==> src/rtl/gcd_if.sv <==
// Request/response bundle for the binary GCD engine: operands and start in,
// busy/done handshake plus registered result and cycle count out.
interface gcd_if #(
  parameter int WIDTH = 32,
  parameter int CNT_W = 16
);
  logic             start;
  logic [WIDTH-1:0] n1;
  logic [WIDTH-1:0] n2;
  logic             busy;
  logic             done;
  logic [WIDTH-1:0] result;
  logic [CNT_W-1:0] cycles;

  modport master (output start, n1, n2, input busy, done, result, cycles);
  modport slave  (input start, n1, n2, output busy, done, result, cycles);
endinterface

==> src/rtl/gcd_stein.sv <==
// Iterative binary (Stein) GCD: shift out common factors of two, strip odd
// parts, subtract until equal, then restore the common power of two.
module gcd_stein #(
  parameter int WIDTH = 32,
  parameter int CNT_W = 16
) (
  input logic  clk,
  input logic  rst,
  gcd_if.slave bus
);
  localparam int K_W = $clog2(WIDTH) + 1;

  typedef enum logic [2:0] {
    IDLE    = 3'd0,
    SPECIAL = 3'd1,
    COMMON  = 3'd2,
    ODD_A   = 3'd3,
    ODD_B   = 3'd4,
    SUB     = 3'd5,
    DONE    = 3'd6
  } state_t;

  state_t           state_r, state_s;
  logic [WIDTH-1:0] a_r, a_s, b_r, b_s;
  logic [K_W-1:0]   k_r, k_s;
  logic [CNT_W-1:0] cnt_r, cnt_s;
  logic [WIDTH-1:0] result_r, result_s;
  logic [CNT_W-1:0] cycles_r, cycles_s;
  logic             busy_r, busy_s, done_r, done_s;

  assign bus.busy   = busy_r;
  assign bus.done   = done_r;
  assign bus.result = result_r;
  assign bus.cycles = cycles_r;

  // Next-state, datapath and output decode for the GCD sequencer
  always_comb begin
    state_s  = state_r;
    a_s      = a_r;
    b_s      = b_r;
    k_s      = k_r;
    result_s = result_r;
    case (state_r)
      IDLE: begin
        if (bus.start) begin
          a_s     = bus.n1;
          b_s     = bus.n2;
          k_s     = '0;
          state_s = SPECIAL;
        end else begin
          state_s = IDLE;
        end
      end
      SPECIAL: begin
        // a==0 also covers gcd(0,0)=0
        if (a_r == '0) begin
          result_s = b_r;
          state_s  = DONE;
        end else if (b_r == '0) begin
          result_s = a_r;
          state_s  = DONE;
        end else begin
          state_s = COMMON;
        end
      end
      COMMON: begin
        if (!a_r[0] && !b_r[0]) begin
          a_s = a_r >> 1;
          b_s = b_r >> 1;
          k_s = k_r + K_W'(1);
        end else begin
          state_s = ODD_A;
        end
      end
      ODD_A: begin
        if (!a_r[0]) begin
          a_s = a_r >> 1;
        end else begin
          state_s = ODD_B;
        end
      end
      ODD_B: begin
        if (!b_r[0]) begin
          b_s = b_r >> 1;
        end else begin
          state_s = SUB;
        end
      end
      SUB: begin
        if (a_r == b_r) begin
          result_s = a_r << k_r;
          state_s  = DONE;
        end else if (a_r < b_r) begin
          b_s     = b_r - a_r;
          state_s = ODD_B;
        end else begin
          a_s     = b_r;
          b_s     = a_r - b_r;
          state_s = ODD_B;
        end
      end
      DONE: begin
        state_s = IDLE;
      end
      default: begin
        state_s = IDLE;
      end
    endcase

    // Counter restarts at 1 on the accepting edge and saturates while busy
    if (state_r == IDLE) begin
      cnt_s = bus.start ? CNT_W'(1) : cnt_r;
    end else if (cnt_r != '1) begin
      cnt_s = cnt_r + CNT_W'(1);
    end else begin
      cnt_s = cnt_r;
    end

    cycles_s = (state_s == DONE) ? cnt_s : cycles_r;
    busy_s   = (state_s != IDLE);
    done_s   = (state_s == DONE);
  end

  // State, datapath and registered outputs with synchronous reset
  always_ff @(posedge clk) begin
    if (rst) begin
      state_r  <= IDLE;
      a_r      <= '0;
      b_r      <= '0;
      k_r      <= '0;
      cnt_r    <= '0;
      result_r <= '0;
      cycles_r <= '0;
      busy_r   <= 1'b0;
      done_r   <= 1'b0;
    end else begin
      state_r  <= state_s;
      a_r      <= a_s;
      b_r      <= b_s;
      k_r      <= k_s;
      cnt_r    <= cnt_s;
      result_r <= result_s;
      cycles_r <= cycles_s;
      busy_r   <= busy_s;
      done_r   <= done_s;
    end
  end
endmodule

==> src/flat_wrapper.sv <==
// flat-port wrapper written by rule: the top's interface ports become plain ports
module gcd_stein_flat 
#(
  parameter int WIDTH = 32,
  parameter int CNT_W = 16
)
  (clk, rst, bus_start, bus_n1, bus_n2, bus_busy, bus_done, bus_result, bus_cycles);
  gcd_if #(.WIDTH(WIDTH), .CNT_W(CNT_W)) bus_i ();
  input logic clk;
  input logic rst;
  input wire logic [$bits(bus_i.start)-1:0] bus_start;
  input wire logic [$bits(bus_i.n1)-1:0] bus_n1;
  input wire logic [$bits(bus_i.n2)-1:0] bus_n2;
  output wire logic [$bits(bus_i.busy)-1:0] bus_busy;
  output wire logic [$bits(bus_i.done)-1:0] bus_done;
  output wire logic [$bits(bus_i.result)-1:0] bus_result;
  output wire logic [$bits(bus_i.cycles)-1:0] bus_cycles;
  assign bus_i.start = bus_start;
  assign bus_i.n1 = bus_n1;
  assign bus_i.n2 = bus_n2;
  assign bus_busy = bus_i.busy;
  assign bus_done = bus_i.done;
  assign bus_result = bus_i.result;
  assign bus_cycles = bus_i.cycles;
  gcd_stein #(.WIDTH(WIDTH), .CNT_W(CNT_W)) u_core (.clk(clk), .rst(rst), .bus(bus_i));
endmodule
==> config.mk <==
export PLATFORM = sky130hd
export DESIGN_NAME = gcd_stein_flat
export DESIGN_NICKNAME = d
export VERILOG_FILES = /design/src/rtl/gcd_if.sv /design/src/rtl/gcd_stein.sv /design/src/flat_wrapper.sv
export SDC_FILE = /design/constraint.sdc
export NUM_CORES = 1
export LEC_CHECK = 0
export CAP_MARGIN = 20
export CORE_AREA = 4 4 168 170
export DETAILED_ROUTE_END_ITERATION = 6
export DIE_AREA = 0 0 172 174
export PLACE_DENSITY = 0.65
export SYNTH_ARGS = -nofsm -noshare
export SYNTH_HDL_FRONTEND = slang
export SYNTH_SLANG_ARGS = --single-unit
==> constraint.sdc <==
create_clock -name clk -period 4 [get_ports clk]
set_clock_uncertainty 0.05 [all_clocks]
set_input_delay 0.6 -clock clk [delete_from_list [all_inputs] [get_ports clk]]
set_output_delay 0.6 -clock clk [all_outputs]
set_load 0.02 [all_outputs]
Word-level counts from Yosys, hierarchy flattened
Index checks and enable logic that the tools add are counted.
Word-level totals
  register bits after elaboration: 139
  bits of input ports: 67
  logic and storage cells: 80
Cells by class
  add/sub/neg operators: 4
  order comparisons: 1
  equality and inequality tests: 16
  shifts and indexed selects: 1
  mux-type cells: 30
  reduce and logical (&&, ||, !) cells: 17
Operators by type and width (count)
  32-bit two-way mux: 13
  32-bit one-hot mux with 4 select lines: 2
  32-bit zero test: 2
  32-bit one-hot mux with 2 select lines: 1
  32-bit subtractor: 2
  16-bit two-way mux: 3
  32-bit equality test: 1
  32-bit less-than comparator: 1
  32-bit by 6-bit << shifter with 32-bit output: 1
  3-bit one-hot mux with 6 select lines: 1
  16-bit by 1-bit adder with 16-bit output, second input constant: 1
  16-bit != test, second input constant: 1
  3-bit two-way mux: 5
  6-bit two-way mux: 2
  6-bit one-hot mux with 2 select lines: 1
  2-bit != test, second input constant: 5
  5-bit AND reduction: 2
  3-bit equality test, second input constant: 3
  4-bit nonzero test: 2
  6-bit by 1-bit adder with 6-bit output, second input constant: 1
  3-bit by 2-bit equality test with 1-bit output, second input constant: 2
  3-bit AND reduction: 2
  6-bit AND reduction: 1
  2-bit by 1-bit != test with 1-bit output, second input constant: 2
  10 further kinds: 12

Depth between registers and ports, before layout
Gate-level depths: netlist of the first run.
  depth after elaboration: 5
  depth in mapped cells: 17
  mapped depth without buffers: 13

Least setup slack after synthesis of the first run
OpenSTA, ideal clock, no wires.
  path type: register to register
  from: register u_core.a_r[0]
  to: register u_core.b_r[31]
  arrival: 3323 ps
  required time: 3859 ps
  path slack: 536 ps
  stages on the path, launching flop included: 15
  cell sequence: dfxtp_1 > clkbuf_1 > inv_1 > ha_1 > fa_1 > nand2b_1 > a211oi_1 > o211a_2 > o31a_1 > buf_4 > nor2_2 > or4_1 > a31oi_1 > xor2_1 > a311oi_1
On the way
  longest elaborated chain between the ends: 4
  elaborated cells between the ends (all ways): 12
  those cells by class: add/sub: 2; order compare: 1; eq/ne: 3; mux: 3; reduce/logical: 3
RTL lines
  from (decl): line gcd_stein.sv:24  | logic [WIDTH-1:0] a_r, a_s, b_r, b_s;
  from (signal assigned): line gcd_stein.sv:138  | a_r <= a_s;
  32-bit subtractor, or another cell as far along: line gcd_stein.sv:98  | b_s = a_r - b_r;
  32-bit two-way mux / 1-bit logical AND (equally long branches): line gcd_stein.sv:93, gcd_stein.sv:67
  32-bit two-way mux / 2-bit by 1-bit != test with 1-bit output (equally long branches)
  32-bit one-hot mux with 4 select lines / 5-bit AND reduction (equally long branches)
  to (signal assigned): line gcd_stein.sv:139  | b_r <= b_s;
  to (decl): line gcd_stein.sv:24
Parallel ways exist; a longest one is shown, timed or not. The select of a mux whose other input is x is not followed.
A chain may end at the register's enable or synchronous reset.

Worst setup path in the final report of the first run
  from: register u_core.b_r[14]
  to: register u_core.b_r[3]
On the way
  longest elaborated chain between the ends: 4
  elaborated cells between the ends (all ways): 7
  those cells by class: order compare: 1; eq/ne: 2; mux: 3; reduce/logical: 1
RTL lines
  32-bit less-than comparator: line gcd_stein.sv:93  | end else if (a_r < b_r) begin
  32-bit two-way mux: line gcd_stein.sv:93
  32-bit two-way mux: line gcd_stein.sv:90  | if (a_r == b_r) begin
  32-bit one-hot mux with 4 select lines: line gcd_stein.sv:43  | case (state_r)
Parallel ways exist; a longest one is shown, timed or not. The select of a mux whose other input is x is not followed.

==> results of run 1 <==
==> report_power, final <==
part / internal (mW) / switching [mW] / total, mW
clock network: 0.852 / 0.791 / 1.64
registers: 1.51 / 0.164 / 1.67
logic: 1.64 / 2.57 / 4.20
==> registers in the layout, indices dropped and copies added (netlist names) <==
signal,count
u_core.b_r,32
u_core.cnt_r,16
u_core.bus.busy,1
u_core.k_r,6
u_core.state_r,3
u_core.bus.cycles,16
u_core.bus.result,32
u_core.a_r,32
u_core.bus.done,1
==> final cells by class <==
class,count,area (µm²),area share [%]
clock inverter,15,196,1.36
clock buffer,17,425,2.94
timing repair buffer,223,2050,14.2
sequential,139,2780,19.3
inverter,87,327,2.26
multi-input combinational,1221,8240,57.0
tap,341,427,2.95
==> final timing paths <==
check | depth (start not counted) | end | startpoint | slack, ns
worst max-delay path | 12 | u_core.b_r[3] | u_core.b_r[14] | 0.29
worst min-delay path | 2 | u_core.bus.cycles[10] | u_core.bus.cycles[10] | 0.45
worst max register to register | 12 | u_core.b_r[3] | u_core.b_r[14] | 0.29
worst min register to register | 2 | u_core.bus.cycles[10] | u_core.bus.cycles[10] | 0.45
==> through the flow <==
step                      utilization, %  power [mW]
after detailed placement            51.7        5.77
after global placement              51.7        5.78
final                               54.1        7.52
after floorplan                        -        4.45
after global routing                54.1        7.94
after CTS                           54.1        7.43
==> metal layers <==
| metal | track usage (%) | share of wire (%) | vias up |
|---|---|---|---|
| met3 | 4.03 | 9.0 | 119 |
| met4 | 11.1 | 4.0 | 0 |
| li1 | - | - | 6160 |
| met2 | 46.5 | 45 | 732 |
| met1 | 42.8 | 42 | 6231 |
| met5 | 0 | 0 | - |
==> cells in the mapped netlist (11+ instances only) <==
cell type / count / share of area, %
buf_2: 21 / 0.88
mux2i_1: 40 / 3.4
nor4_1: 20 / 1.0
clkbuf_1: 112 / 3.5
a2111oi_0: 13 / 0.95
o21ai_0: 68 / 2.9
a21oi_1: 150 / 6.3
a221oi_1: 31 / 2.3
dfxtp_1: 139 / 23
a31oi_1: 15 / 0.79
mux4_2: 19 / 3.6
nand2b_1: 12 / 0.63
a222oi_1: 32 / 2.7
o22ai_1: 14 / 0.73
a211oi_1: 94 / 5.9
and3_1: 11 / 0.58
a21o_1: 36 / 2.3
xnor2_1: 17 / 1.2
and2_1: 11 / 0.58
ha_1: 66 / 6.9
nand2_1: 102 / 3.2
inv_1: 85 / 2.7
nor3_1: 47 / 2.0
nor2_1: 196 / 6.2
nand4_1: 27 / 1.4
nand3_1: 33 / 1.4
==> worst max-delay path, delay by kind of cell (launching register included) <==
family,cells,cell delay (ns)
xor gates and xnor gates,1,0.17
and+or+nand+nor,1,0.48
DFF,1,0.46
adders and majority gates,1,0.43
buffers and inverters,2,0.29
AOI/OAI and AO/OA,7,1.73
==> cell families (layout without fill, tap and decap cells) <==
family                     after synthesis  in the layout  share of synthesized area, %
muxes                                   63             63                          7.32
buffers and inverters                  232            342                          7.81
adders and majority gates               68             68                          7.25
and+or+nand+nor                        499            499                          19.4
xor gates and xnor gates                27             27                          1.98
AOI/OAI and AO/OA                      564            564                          32.9
DFF                                    139            139                          23.3
==> metrics, run 1 <==
CP Max Fanout 10; Clock transition at path regs 0.07 ns; post-CTS sizing 0; Gate Count Post-Synth 1592; Worst Setup End Kind register; Via-to-Cell Ratio 6.48; placed cell area 13800 µm²; Hold WS 0.449 ns; initial antenna violation count 0; count of pins over their slew limit 0; full die area 29900 µm²; routability congestion estimate 0.993; maximum VDD drop 281 µV; Post-Syn Nets 1727; slowest CP cell or4_1; post-DP HPWL 35500 µm; CTS Buf Count 17; Syn. warnings 0; Final Non-Filler Cells 2043; DRC viols 15; Die Wd 172 µm; CP cell instances inv_1 > ha_1 > a21oi_1 > a21oi_1 > a211o_1 > o31a_1 > buf_4 > or4_1 > a311oi_2 > xnor2_1 > a221oi_2 > a2111oi_1; core area 26700 µm²; outcome finished, violations left; Ports 117; achievable clock frequency 0.269 GHz; RSZ-0062 raised after global routing no; failing checks design-rule violations; clock tree buffer depth 2; final worst setup slack 0.287 ns; final worst-path cycle share 92.8%; Top cell by count, worst path a21oi_1; commonest cells after routing, fill and taps aside nor2_1, a21oi_1, dfxtp_1; commonest non-fill, non-tap cell in the layout nor2_1; pin slew with the least headroom to its limit 0.869 ns; Lkg Pwr 5.60 nW; Synth async-reset ratio 0%; synthesized cell area 11900 µm²; H-tree depth 4; number of flops mapped to enable cells by yosys 0; sequential area share after synthesis 23.3%; vias in the first global route 12345; number of fill cells 2598; Setup CP Type register to register; Post-Route Setup TNS 0 ns; wire per inst 22.7 µm; Distinct cells, synth 85; Area growth, synth to finish 21.1%; crit path DAT 4.00 ns; I/O Buffers 116; Avg Inst Size Synth 7.50 µm²; largest net degree at the start of global routing 74; Slew HR 42.1%; # rows 60; Post-CTS Setup Inserts 0; Nets 1824; Initial Util 44.7%; ANT nets after route 0; main flop type after synthesis dfxtp_1; Hold WC Path Type register to register; Final setup viols 0; Hold-fix buffers, CTS 0; Vias 13242; Antenna Cells 0; first-pass GRT wire length 71600 µm; Sink Count 139; Total Routing Usage GR 30.1%; Yosys reg bits 139; Max-Cap Viols 0; final hold viol count 0; TritonCTS clock tree done; cell count after placement 2011; clk root buf clkbuf_16; Tmin final 3.71 ns; critical path startpoint category register; die height 174 µm; Worst-Skew Late Latency 0.44 ns; gr ovfl total 0; detailed router's first-iteration violation count 1976; Power Density 520 nW/µm²; DRT Pass-1 Iters 7; required time worst endpoint 4.29 ns; crit-path max cell delay 0.48 ns; post-route cell area 14400 µm²; Routed WL 46300 µm; Setup WS pre-CTS 0.321 ns; layout cells sized above 1 11.3%
No activity file was read; power rests on OpenSTA's default activity.
==> inputs of run 2 (changes only) <==
==> constraint.sdc (replaced) <==
create_clock -name clk -period 4 [get_ports clk]
set_clock_uncertainty 0.05 [all_clocks]
set_input_delay 0.6 -clock clk [delete_from_list [all_inputs] [get_ports clk]]
set_output_delay 0.6 -clock clk [all_outputs]
set_load 0.005 [all_outputs]
==> results of run 2 <==
Same layout as run 1 (identical final DEF). Status: finished, violations left: design-rule violations.
Among the figures that moved: total power 7.52 mW -> 7.51 mW
